--- src/rtl/pilha_ctrl.sv ---
// pilha_ctrl -- operand stack controller for the processor datapath.
//
// Owns the stack storage and stack pointer, executes single-cycle push/pop
// strobes from the control unit and presents a registered top-of-stack.
// Each accepted request runs OCIOSO -> EXEC -> CONCLUI; feito, the new topo
// and any error flag appear together two clocks after the strobe is sampled.
//
// Optional build macro: PILHA_SEGUNDO_EN adds the registered 'segundo' output
// (entry below the top, 0 when fewer than two entries).
//
// Ports:
//   clock      system clock, all logic on posedge
//   reset      synchronous, active-high reset
//   push/pop   request strobes, sampled only while idle (both = replace top)
//   sel_ula    push source select: 0 = data_uc, 1 = data_ula
//   data_uc    push data from control unit
//   data_ula   push data from ALU result
//   limpa      clear stack, highest priority in any state
//   topo       registered top-of-stack, 0 when empty
//   segundo    (PILHA_SEGUNDO_EN only) registered second entry
//   sp         current entry count, 0..DEPTH
//   vazia      sp == 0
//   cheia      sp == DEPTH
//   ocupado    operation in flight
//   feito      one-cycle completion pulse
//   erro_over  sticky: push attempted while full
//   erro_under sticky: pop (or replace) attempted while empty

module pilha_ctrl #(
    parameter int WIDTH = 16,
    parameter int DEPTH = 16,
    parameter int SPW   = $clog2(DEPTH) + 1
) (
    input  logic             clock,
    input  logic             reset,
    input  logic             push,
    input  logic             pop,
    input  logic             sel_ula,
    input  logic [WIDTH-1:0] data_uc,
    input  logic [WIDTH-1:0] data_ula,
    input  logic             limpa,
    output logic [WIDTH-1:0] topo,
`ifdef PILHA_SEGUNDO_EN
    output logic [WIDTH-1:0] segundo,
`endif
    output logic [SPW-1:0]   sp,
    output logic             vazia,
    output logic             cheia,
    output logic             ocupado,
    output logic             feito,
    output logic             erro_over,
    output logic             erro_under
);

    localparam int AW = $clog2(DEPTH);

    typedef enum logic [1:0] {
        OCIOSO,
        EXEC,
        CONCLUI
    } estado_t;

    estado_t          estado;
    logic [WIDTH-1:0] mem [DEPTH];
    logic [WIDTH-1:0] operand;
    logic             op_push;
    logic             op_pop;
    logic             pend_over;
    logic             pend_under;
    logic [AW-1:0]    idx_topo;
`ifdef PILHA_SEGUNDO_EN
    logic [AW-1:0]    idx_seg;
`endif

    assign vazia    = (sp == '0);
    assign cheia    = (sp == SPW'(DEPTH));
    assign idx_topo = AW'(sp - SPW'(1));
`ifdef PILHA_SEGUNDO_EN
    assign idx_seg  = AW'(sp - SPW'(2));
`endif

    always_ff @(posedge clock) begin
        if (reset || limpa) begin
            // limpa shares the reset path: any in-flight op is discarded
            // before it reaches EXEC's write, and a same-cycle strobe is lost.
            estado     <= OCIOSO;
            sp         <= '0;
            topo       <= '0;
`ifdef PILHA_SEGUNDO_EN
            segundo    <= '0;
`endif
            ocupado    <= 1'b0;
            feito      <= 1'b0;
            erro_over  <= 1'b0;
            erro_under <= 1'b0;
            op_push    <= 1'b0;
            op_pop     <= 1'b0;
            pend_over  <= 1'b0;
            pend_under <= 1'b0;
            operand    <= '0;
        end else begin
            feito <= 1'b0;
            case (estado)
                OCIOSO: begin
                    if (push || pop) begin
                        op_push <= push;
                        op_pop  <= pop;
                        operand <= sel_ula ? data_ula : data_uc;
                        ocupado <= 1'b1;
                        estado  <= EXEC;
                    end
                end

                EXEC: begin
                    // Errors are held here and published in CONCLUI so they
                    // rise together with feito.
                    pend_over  <= 1'b0;
                    pend_under <= 1'b0;
                    if (op_push && !op_pop) begin
                        if (!cheia) begin
                            mem[sp[AW-1:0]] <= operand;
                            sp              <= sp + SPW'(1);
                        end else begin
                            pend_over <= 1'b1;
                        end
                    end else if (op_pop && !op_push) begin
                        if (!vazia) begin
                            sp <= sp - SPW'(1);
                        end else begin
                            pend_under <= 1'b1;
                        end
                    end else begin
                        if (!vazia) begin
                            mem[idx_topo] <= operand;
                        end else begin
                            pend_under <= 1'b1;
                        end
                    end
                    estado <= CONCLUI;
                end

                CONCLUI: begin
                    topo       <= vazia ? '0 : mem[idx_topo];
`ifdef PILHA_SEGUNDO_EN
                    segundo    <= (sp < SPW'(2)) ? '0 : mem[idx_seg];
`endif
                    erro_over  <= erro_over  | pend_over;
                    erro_under <= erro_under | pend_under;
                    feito      <= 1'b1;
                    ocupado    <= 1'b0;
                    estado     <= OCIOSO;
                end

                default: begin
                    estado  <= OCIOSO;
                    ocupado <= 1'b0;
                end
            endcase
        end
    end

endmodule

--- config.mk ---
export PLATFORM = sky130hd
export DESIGN_NAME = pilha_ctrl
export DESIGN_NICKNAME = d
export VERILOG_FILES = /design/src/rtl/pilha_ctrl.sv
export SDC_FILE = /design/constraint.sdc
export NUM_CORES = 1
export LEC_CHECK = 0
export ABC_AREA = 1
export CAP_MARGIN = 5
export CELL_PAD_IN_SITES_DETAIL_PLACEMENT = 1
export CELL_PAD_IN_SITES_GLOBAL_PLACEMENT = 2
export CORE_ASPECT_RATIO = 1.1
export CORE_UTILIZATION = 40
export CTS_CLUSTER_DIAMETER = 120
export DETAILED_ROUTE_END_ITERATION = 10
export PLACE_DENSITY = 0.76
export SYNTH_ARGS = -nofsm -noshare
export SYNTH_HDL_FRONTEND = slang
export SYNTH_SLANG_ARGS = --single-unit
--- constraint.sdc ---
create_clock -name clock -period 3.35 [get_ports clock]
set_input_delay 0.67 -clock clock [delete_from_list [all_inputs] [get_ports clock]]
set_output_delay 0.67 -clock clock [all_outputs]
set_load 0.1 [all_outputs]
**Yosys cells after proc, flatten, opt, wreduce, memory -nomap -nowiden**

Memories as Yosys holds them, arrays and structs flattened.
Cells that the tools add are included.

- Output and inout port bits: 27
- Register bits: 47
- Logic and storage cells: 66
- Memories: 1
- RAM bits: 256

- $add $sub $neg: 2
- Reductions and logical operators: 13
- Equality and inequality tests: 6
- Bitwise logic cells: 3
- Muxes and demuxes: 29

Memory list:

| name | words | bits a word | rd ports | clocked after memory_dff | wr ports | RTL line | source |
|---|---|---|---|---|---|---|---|
| mem | 16 | 16 | 1 | 0 | 1 | 64 | `logic [WIDTH-1:0] mem [DEPTH];` |

Operator list:

| cell | count |
|---|---|
| 2-to-1 mux 16 bit | 3 |
| 2-to-1 mux 5 bit | 4 |
| 2-to-1 mux 1 bit | 18 |
| OR reduction 16 bit | 1 |
| adder 5 x 1 -> 5 bit (second input constant) | 1 |
| equality test 5 bit (second input constant) | 1 |
| zero test 5 bit | 1 |
| subtractor 5 x 1 -> 5 bit (second input constant) | 1 |
| 2-to-1 mux 4 bit | 1 |
| != test 2 bit (second input constant) | 2 |
| case mux 2 bit (2 select lines) | 1 |
| AND reduction 2 bit | 2 |
| AND reduction 4 bit | 1 |
| equality test 2 x 1 -> 1 bit (second input constant) | 1 |
| equality test 2 bit (second input constant) | 1 |
| logical AND 1 bit | 2 |
| zero test 1 bit | 2 |
| zero test 2 bit | 1 |
| logical OR 1 bit | 2 |
| 2-to-1 mux 2 bit | 1 |
| != test 2 x 1 -> 1 bit (second input constant) | 1 |
| OR 1 bit | 2 |
| case mux 1 bit (2 select lines) | 1 |
| nonzero test 2 bit | 1 |
| NOT 1 bit | 1 |

**Logic depth before layout (Yosys ltp)**

Gate-level depths: netlist (run 1).

- Depth in word-level cells: 9
- Mapped depth: 13

**Worst setup path after synthesis (run 1)**

No wires, ideal clock.

- Kind: register to register
- Start: reg sp[0]
- End: mem mem[11][0] (enable)
- Required time: 2.962 ns
- Clock period less this slack: 3.687 ns
- Stages on the path, launching flop included: 11
- Path buffers: 5
- Arrival: 3.299 ns
- Setup time: 0.388 ns
- Slack: -0.337 ns
- Cell sequence: dfxtp_1 > buf_2 > inv_2 > buf_2 > buf_2 > ha_1 > buf_2 > buf_1 > o21ai_2 > nand2_1 > nor2_1

- Longest elaborated chain between the ends: 9
- Elaborated cells between the ends (all ways): 17
- Classes of those cells: 1 x add/sub; 1 x eq/ne; 13 x mux; 2 x reduce/logical

RTL lines:

| item | RTL line | source |
|---|---|---|
| start: declaration | 46 | `output logic [SPW-1:0] sp,` |
| start signal: assignment | 122 | `sp <= sp + SPW'(1);` |
| start signal: assignment | 128 | `sp <= sp - SPW'(1);` |
| zero test 5 bit | 75 | `assign vazia = (sp == '0);` |
| 2-to-1 mux 1 bit | 133 | `if (!vazia) begin` |
| 2-to-1 mux 1 bit | 126 | `end else if (op_pop && !op_push) begin` |
| 2-to-1 mux 1 bit | 119 | `if (op_push && !op_pop) begin` |
| 2-to-1 mux 1 bit | 103 | `case (estado)` |
| 2-to-1 mux 1 bit | 83 | `if (reset \|\| limpa) begin` |
| 2-to-1 mux 1 bit (not written as such) | 134 | `mem[idx_topo] <= operand;` |
| OR reduction 16 bit (no source line) | -- |  |
| 2-to-1 mux 4 bit (no source line) or 2-to-1 mux 1 bit (tied branches) | -- |  |
| end: declaration | 64 |  |

Several ways; a longest one is shown, not always the timed one.

**Worst setup path after layout (run 1)**

- Start: reg sp[2]
- End: mem mem[8][10] (enable)

Same word-level chain as after synthesis.

==> flow_summary.ini, run 1 <==
[floorplanning]
initial_core_util_pct = 40.69
num_rows = 67
pin_count = 65
core-area_sq_um = 30430
die_w_microns = 169.8
die_area_sq_um = 31660
die_h_microns = 186.5

[clock_network]
clock_sinks = 303
post_cts_buffers = 0
cts_resized = 0
ctsHoldBuffers = 0
cts-root-buf = clkbuf_16
clk_pin_slew_ns = 0.06
clk_latency_ns = 0.52
cts_max_level = 2
cts_buffers = 35
clock_path_buffers = 3
cts_tree = yes

[worst_setup_path]
rrSetupSlack_ns = 0.67
path_max_fanout = 13
crit_slowest_cell = dfxtp_1
critPathKind = flip-flop to flip-flop
crit_path_end_kind = flip-flop
worstSetupStartpointType = flip-flop
worstPathArrival_ns = 2.89
crit_chain = nor2_2 > nand3_2 > nand2_2 > o21ai_1 > nand3_2 > nor2_2 > buf_12
crit_required_ns = 3.56
cpPeakStageDelay_ns = 0.71

[final_layout]
fill_cells = 3236
post-route-util_pct = 48.41
drive_gt1_share_pct = 12.29
area_growth_pct = 18.97
ff_latch_area_sq_um = 8632
multi_input_area_sq_um = 3348
layout.cells.non_filler = 1636
nets = 1237

[synthesis]
synth_area_leaders = edfxtp_1 (62%), nand3_1 (9.8%), nand2_1 (9.4%), dfxtp_1 (7.6%), a21oi_1 (2.4%)
synth.avg_cell_area_sq_um = 10.98
ys_types = 29
synth_fp_nets = 1169
synth_top_area_share_pct = 62.09
yosysMostFrequentCell = nand2_1
yosysSeqAreaShare_pct = 69.68
syn_inst = 1128
synth_ff_type = edfxtp_1
ys_ff_latch = 303
syn_area_sq_um = 12380
synth_edf_count = 256
synth-async-reset-ratio_pct = 0
yosysTopAreaCell = edfxtp_1
synth_common_cells = nand2_1 (311), edfxtp_1 (256), nand3_1 (242)
yosys_warnings = 0

[power_and_ir_drop]
powerDensity_nw_per_um2 = 554.4
p_leak_nw = 5.365
peakVddDrop_v = 0.0003776

[timing]
rsz0062_at_grt = false
tns_ns = 0
clock.fmax_ghz = 0.3736
worst_pin_slew_ns = 1.018
setup_viol = 0
slew_headroom_pct = 32.04
finalHoldViolations = 0
skew_ns = 0.01949
finalCritPeriodShare_pct = 79.90
layout_min_cycle_time_ns = 2.677
maxSlewViolCount = 0

[grt]
grt-ovfl-total = 0
grt_usage_pct = 23.67
grt_pass1_wl_mm = 54.81
grt_pass1_vias = 8697
grt_max_degree = 133
grt_antenna_before_repair = 0

[route]
dr.pass1.iters = 5
wl_per_cell_microns = 22.10
drc = 0
drt-initial-drc-count = 564
drt-total-wl_mm = 36.15
vias = 8636
viasPerCell = 5.279
ant_nets = 0

[run_status]
status = finished clean

[placed_design]
hpwlAfterDp_mm = 22.99
port_buffers = 64
placed_cells = 1573
gp_congestion = 0.7813

[min_path]
hold_path.class = flip-flop to flip-flop

[flow_run]
drv_cap = 0
==> power by group <==
part	total (mW)	internal, mW	switching (mW)
clock	3.83	2.33	1.50
combinational	0.148	0.0642	0.0834
sequential	4.19	4.10	0.0841
==> metrics by stage <==
stage	power [mW]	instance area (sq um)	hold WS [ns]	setup slack [ns]
after detailed placement	4.416	13570	0.4575	0.1955
after CTS	8.237	14730	0.4669	0.6872
after global placement	4.412	13570	0.4539	0.2702
final	8.166	14730	0.4622	0.6733
after floorplan	4.290	12420	0.4554	0.2129
after global routing	8.389	14730	0.4779	0.5240
==> sequential cells by signal, indices dropped and copies added, names as in the netlist <==
signal,cells
ocupado,1
pend_over,1
pend_under,1
feito,1
estado,2
operand,16
op_push,1
erro_over,1
topo,16
erro_under,1
mem,256
op_pop,1
sp,5
==> worst max-delay path: cells and delay by family, from the launching register on <==
family | cells | cell delay (ns)
compound gates | 1 | 0.36
buf+inv | 1 | 0.19
flops | 1 | 0.71
simple gates | 5 | 1.09
==> cells by family after synthesis <==
kind of cell | synth area share, %
AO/OA/AOI/OAI | 3.840
XOR/XNOR | 0.6266
adder cells (fa/ha/maj) | 0.3032
buffers and inverters | 3.860
flip-flops | 69.68
AND/OR/NAND/NOR | 21.69
==> final cells by class <==
| class | instances | share of cell area [%] |
|---|---|---|
| clock buffer | 45 | 6.481 |
| inverter | 48 | 1.240 |
| tap | 414 | 3.517 |
| clock inverter | 17 | 1.368 |
| antenna | 1 | 0.01699 |
| timing repair buffer | 96 | 6.048 |
| multi-input combinational | 712 | 22.73 |
| sequential | 303 | 58.60 |
==> routing by layer <==
| layer | global-route usage (%) | routed length (microns) | up-vias | part of all wire (%) |
|---|---|---|---|---|
| met2 | 37.20 | 17250 | 209 | 48 |
| met3 | 3.330 | 1580 | 51 | 4.4 |
| met4 | 7.762 | 984 | 0 | 2.7 |
| met5 | 0 | 0 | - | 0 |
| li1 | - | - | 4053 | - |
| met1 | 33.77 | 16340 | 4323 | 45 |
==> worst paths after layout <==
kind                 start          to  cells past startpoint
setup / recovery     sp[2]  mem[8][10]                      7
hold / removal    topo[14]    topo[14]                      2
setup reg to reg     sp[2]  mem[8][10]                      7
hold reg to reg   topo[14]    topo[14]                      2
==> placed cells by master (no fill, tap or decap), types with 3 or more instances in the layout <==
| master | n |
|---|---|
| nand2_1 | 311 |
| edfxtp_1 | 256 |
| nand3_1 | 242 |
| a21oi_1 | 59 |
| buf_4 | 52 |
| dfxtp_1 | 46 |
| inv_1 | 43 |
| clkdlybuf4s50_1 | 38 |
| clkbuf_16 | 36 |
| nor2_1 | 27 |
| o21ai_0 | 25 |
| nor2_2 | 17 |
| clkbuf_1 | 7 |
| xor2_1 | 6 |
| clkinv_1 | 6 |
| buf_12 | 6 |
| nand3_2 | 5 |
| o21ai_2 | 4 |
| bufinv_16 | 4 |
| clkinv_2 | 4 |
| inv_2 | 3 |
| nand2_2 | 3 |
Note: power is estimated with default switching activity, not from simulation.
==> run 2: changes to the inputs <==
Settings changed: CORE_UTILIZATION 40 to 36, PLACE_DENSITY 0.76 to 0.72.
Clock period 3.35 ns to 2.45 ns, I/O delays scaled along.
==> run 2 against run 1 <==
Compared with the run above: worst setup slack got worse by 0.41 ns; utilization decreased by 2.4 points; first-iteration DRC count increased by 2.0%; non-clock buffer count increased by 31; critical path depth decreased by 1; die area increased by 11%; worst hold slack improved by 0.0032 ns; sequential share of layout area decreased by 2.6 points; wire length increased by 0.95%; critical path type is now flip-flop to output pin; critical endpoint is now vazia.
==> flow_summary.ini, run 2 (synthesis gave the netlist of run 1 again) <==
[timing]
finalHoldViolations = 0
clock.fmax_ghz = 0.4567
layout_min_cycle_time_ns = 2.190
skew_ns = 0.01885
slew_headroom_pct = 38.26
tns_ns = 0
finalCritPeriodShare_pct = 89.38
rsz0062_at_grt = false
setup_viol = 0
maxSlewViolCount = 0
worst_pin_slew_ns = 0.9248

[worst_setup_path]
critPathKind = flip-flop to output pin
cpPeakStageDelay_ns = 0.36
crit_required_ns = 1.96
crit_path_end_kind = output pin
crit_buf_inv = 4
worstSetupStartpointType = flip-flop
crit_chain = inv_4 > ha_4 > nand3_4 > buf_4 > inv_1 > buf_12
worstPathArrival_ns = 1.70
path_max_fanout = 5
path_delay_family = buffers and inverters
crit_slowest_cell = dfxtp_4

[grt]
grt-busiest-layer = met2
grt_pass1_vias = 8943
met1_usage_pct = 29.79
met2_usage_pct = 34.76
grt_usage_pct = 21.53
grt_pass1_wl_mm = 54.97
grt.met3_usage_pct = 3.241
grt_antenna_before_repair = 1
grt_max_degree = 133
grt-ovfl-total = 0

[clock_network]
post_cts_buffers = 0
cts_buffers = 34
cts_resized = 0
clk_latency_ns = 0.53
cts_tree = yes
clock_sinks = 303
clock_path_buffers = 3
clk_pin_slew_ns = 0.06
cts_max_level = 2
ctsHoldBuffers = 0
cts-root-buf = clkbuf_16

[route]
drt-initial-drc-count = 575
drc = 0
ant_nets = 0
wl_per_cell_microns = 21.67
viasPerCell = 5.150
drt-total-wl_mm = 36.50
dr.pass1.iters = 7
vias = 8673

[placed_design]
place_area_sq_um = 14270
gp_congestion = 0.7725
port_buffers = 64
hpwlAfterDp_mm = 23.61

[final_layout]
area_growth_pct = 24.59
drive_gt1_share_pct = 15.81
largest_register_ff_count = 256
layout_common_cells = nand2_1 (305), edfxtp_1 (256), nand3_1 (242)
post-route-util_pct = 45.99
top_register = mem
layout_commonest_cell = nand2_1
n_antenna_cell = 0
nets = 1267
largest_registers = mem: 256 flops, operand: 16 flops, topo: 16 flops
fin_area_sq_um = 15430

[floorplanning]
num_rows = 70
die_area_sq_um = 35140
pin_count = 65
die_w_microns = 178.8
die_h_microns = 196.5
core-area_sq_um = 33540
initial_core_util_pct = 36.91

[power_and_ir_drop]
powerDensity_nw_per_um2 = 727.7
peakVddDrop_v = 0.0003887
p_leak_nw = 5.622
sw_frac_of_total_pct = 20.50
p_comb_share_pct = 2.8
p_int_mw = 8.924
p_sw_mw = 2.302
seqPwrFrac_pct = 50.3
p_total_mw = 11.23
power_frac_clock_pct = 46.9

[flow_run]
drv_cap = 0

[min_path]
hold_path.class = flip-flop to flip-flop

[run_status]
status = finished clean
-- run 2: cell type report --
| type | count | area [sq um] |
|---|---|---|
| timing repair buffer | 127 | 1346 |
| sequential | 303 | 8637 |
| tap | 432 | 540.5 |
| fill | 3606 | 18120 |
| multi-input combinational | 712 | 3560 |
| clock inverter | 18 | 241.5 |
| clock buffer | 44 | 918.4 |
| inverter | 48 | 182.7 |
-- run 2: layer usage --
layer | share of wire, % | up-vias | wire (microns)
li1 | - | 4110 | -
met3 | 4.6 | 45 | 1661
met4 | 2.4 | 0 | 881
met2 | 48 | 193 | 17420
met1 | 45 | 4325 | 16530
met5 | 0 | - | 0
-- run 2: metrics by stage --
stage               std cells  hold WS (ns)  setup slack [ns]
floorplan                1128        0.4554          -0.07449
global placement         1622        0.4550           -0.1524
detailed placement       1622        0.4581           -0.1795
CTS                      1684        0.4673            0.2316
global route             1684        0.4758            0.1952
finish                   1684        0.4653            0.2602
-- run 2: worst reg2reg max path: stages (launching register included) --
cell	delay [ns]
dfxtp_1	0.40
inv_1	0.08
nor2_1	0.27
nor3_4	0.09
nand2_4	0.22
nand2_1	0.15
o21ai_4	0.12
nand3_4	0.18
nor2_4	0.18
buf_12	0.16
-- run 2: power groups by stage --
stage | registers, mW | clock network, mW | logic, mW
global placement | 5.75 | 0 | 0.316
floorplan | 5.77 | 0 | 0.101
detailed placement | 5.76 | 0 | 0.321
CTS | 5.65 | 5.37 | 0.322
finish | 5.65 | 5.26 | 0.316
global route | 5.65 | 5.54 | 0.344
-- run 2: final timing paths --
kind | start | end | slack, ns | cells after the start
max reg2reg | op_pop | mem[12][14] | 0.31 | 9
min | topo[6] | topo[6] | 0.47 | 2
min reg2reg | topo[6] | topo[6] | 0.47 | 2
max | sp[0] | vazia | 0.26 | 6
==> run 3: changes to the inputs <==
Settings changed: SLEW_MARGIN set to 20.
==> results of run 3 <==
Final layout, timing and power as in run 2 (identical DEF).
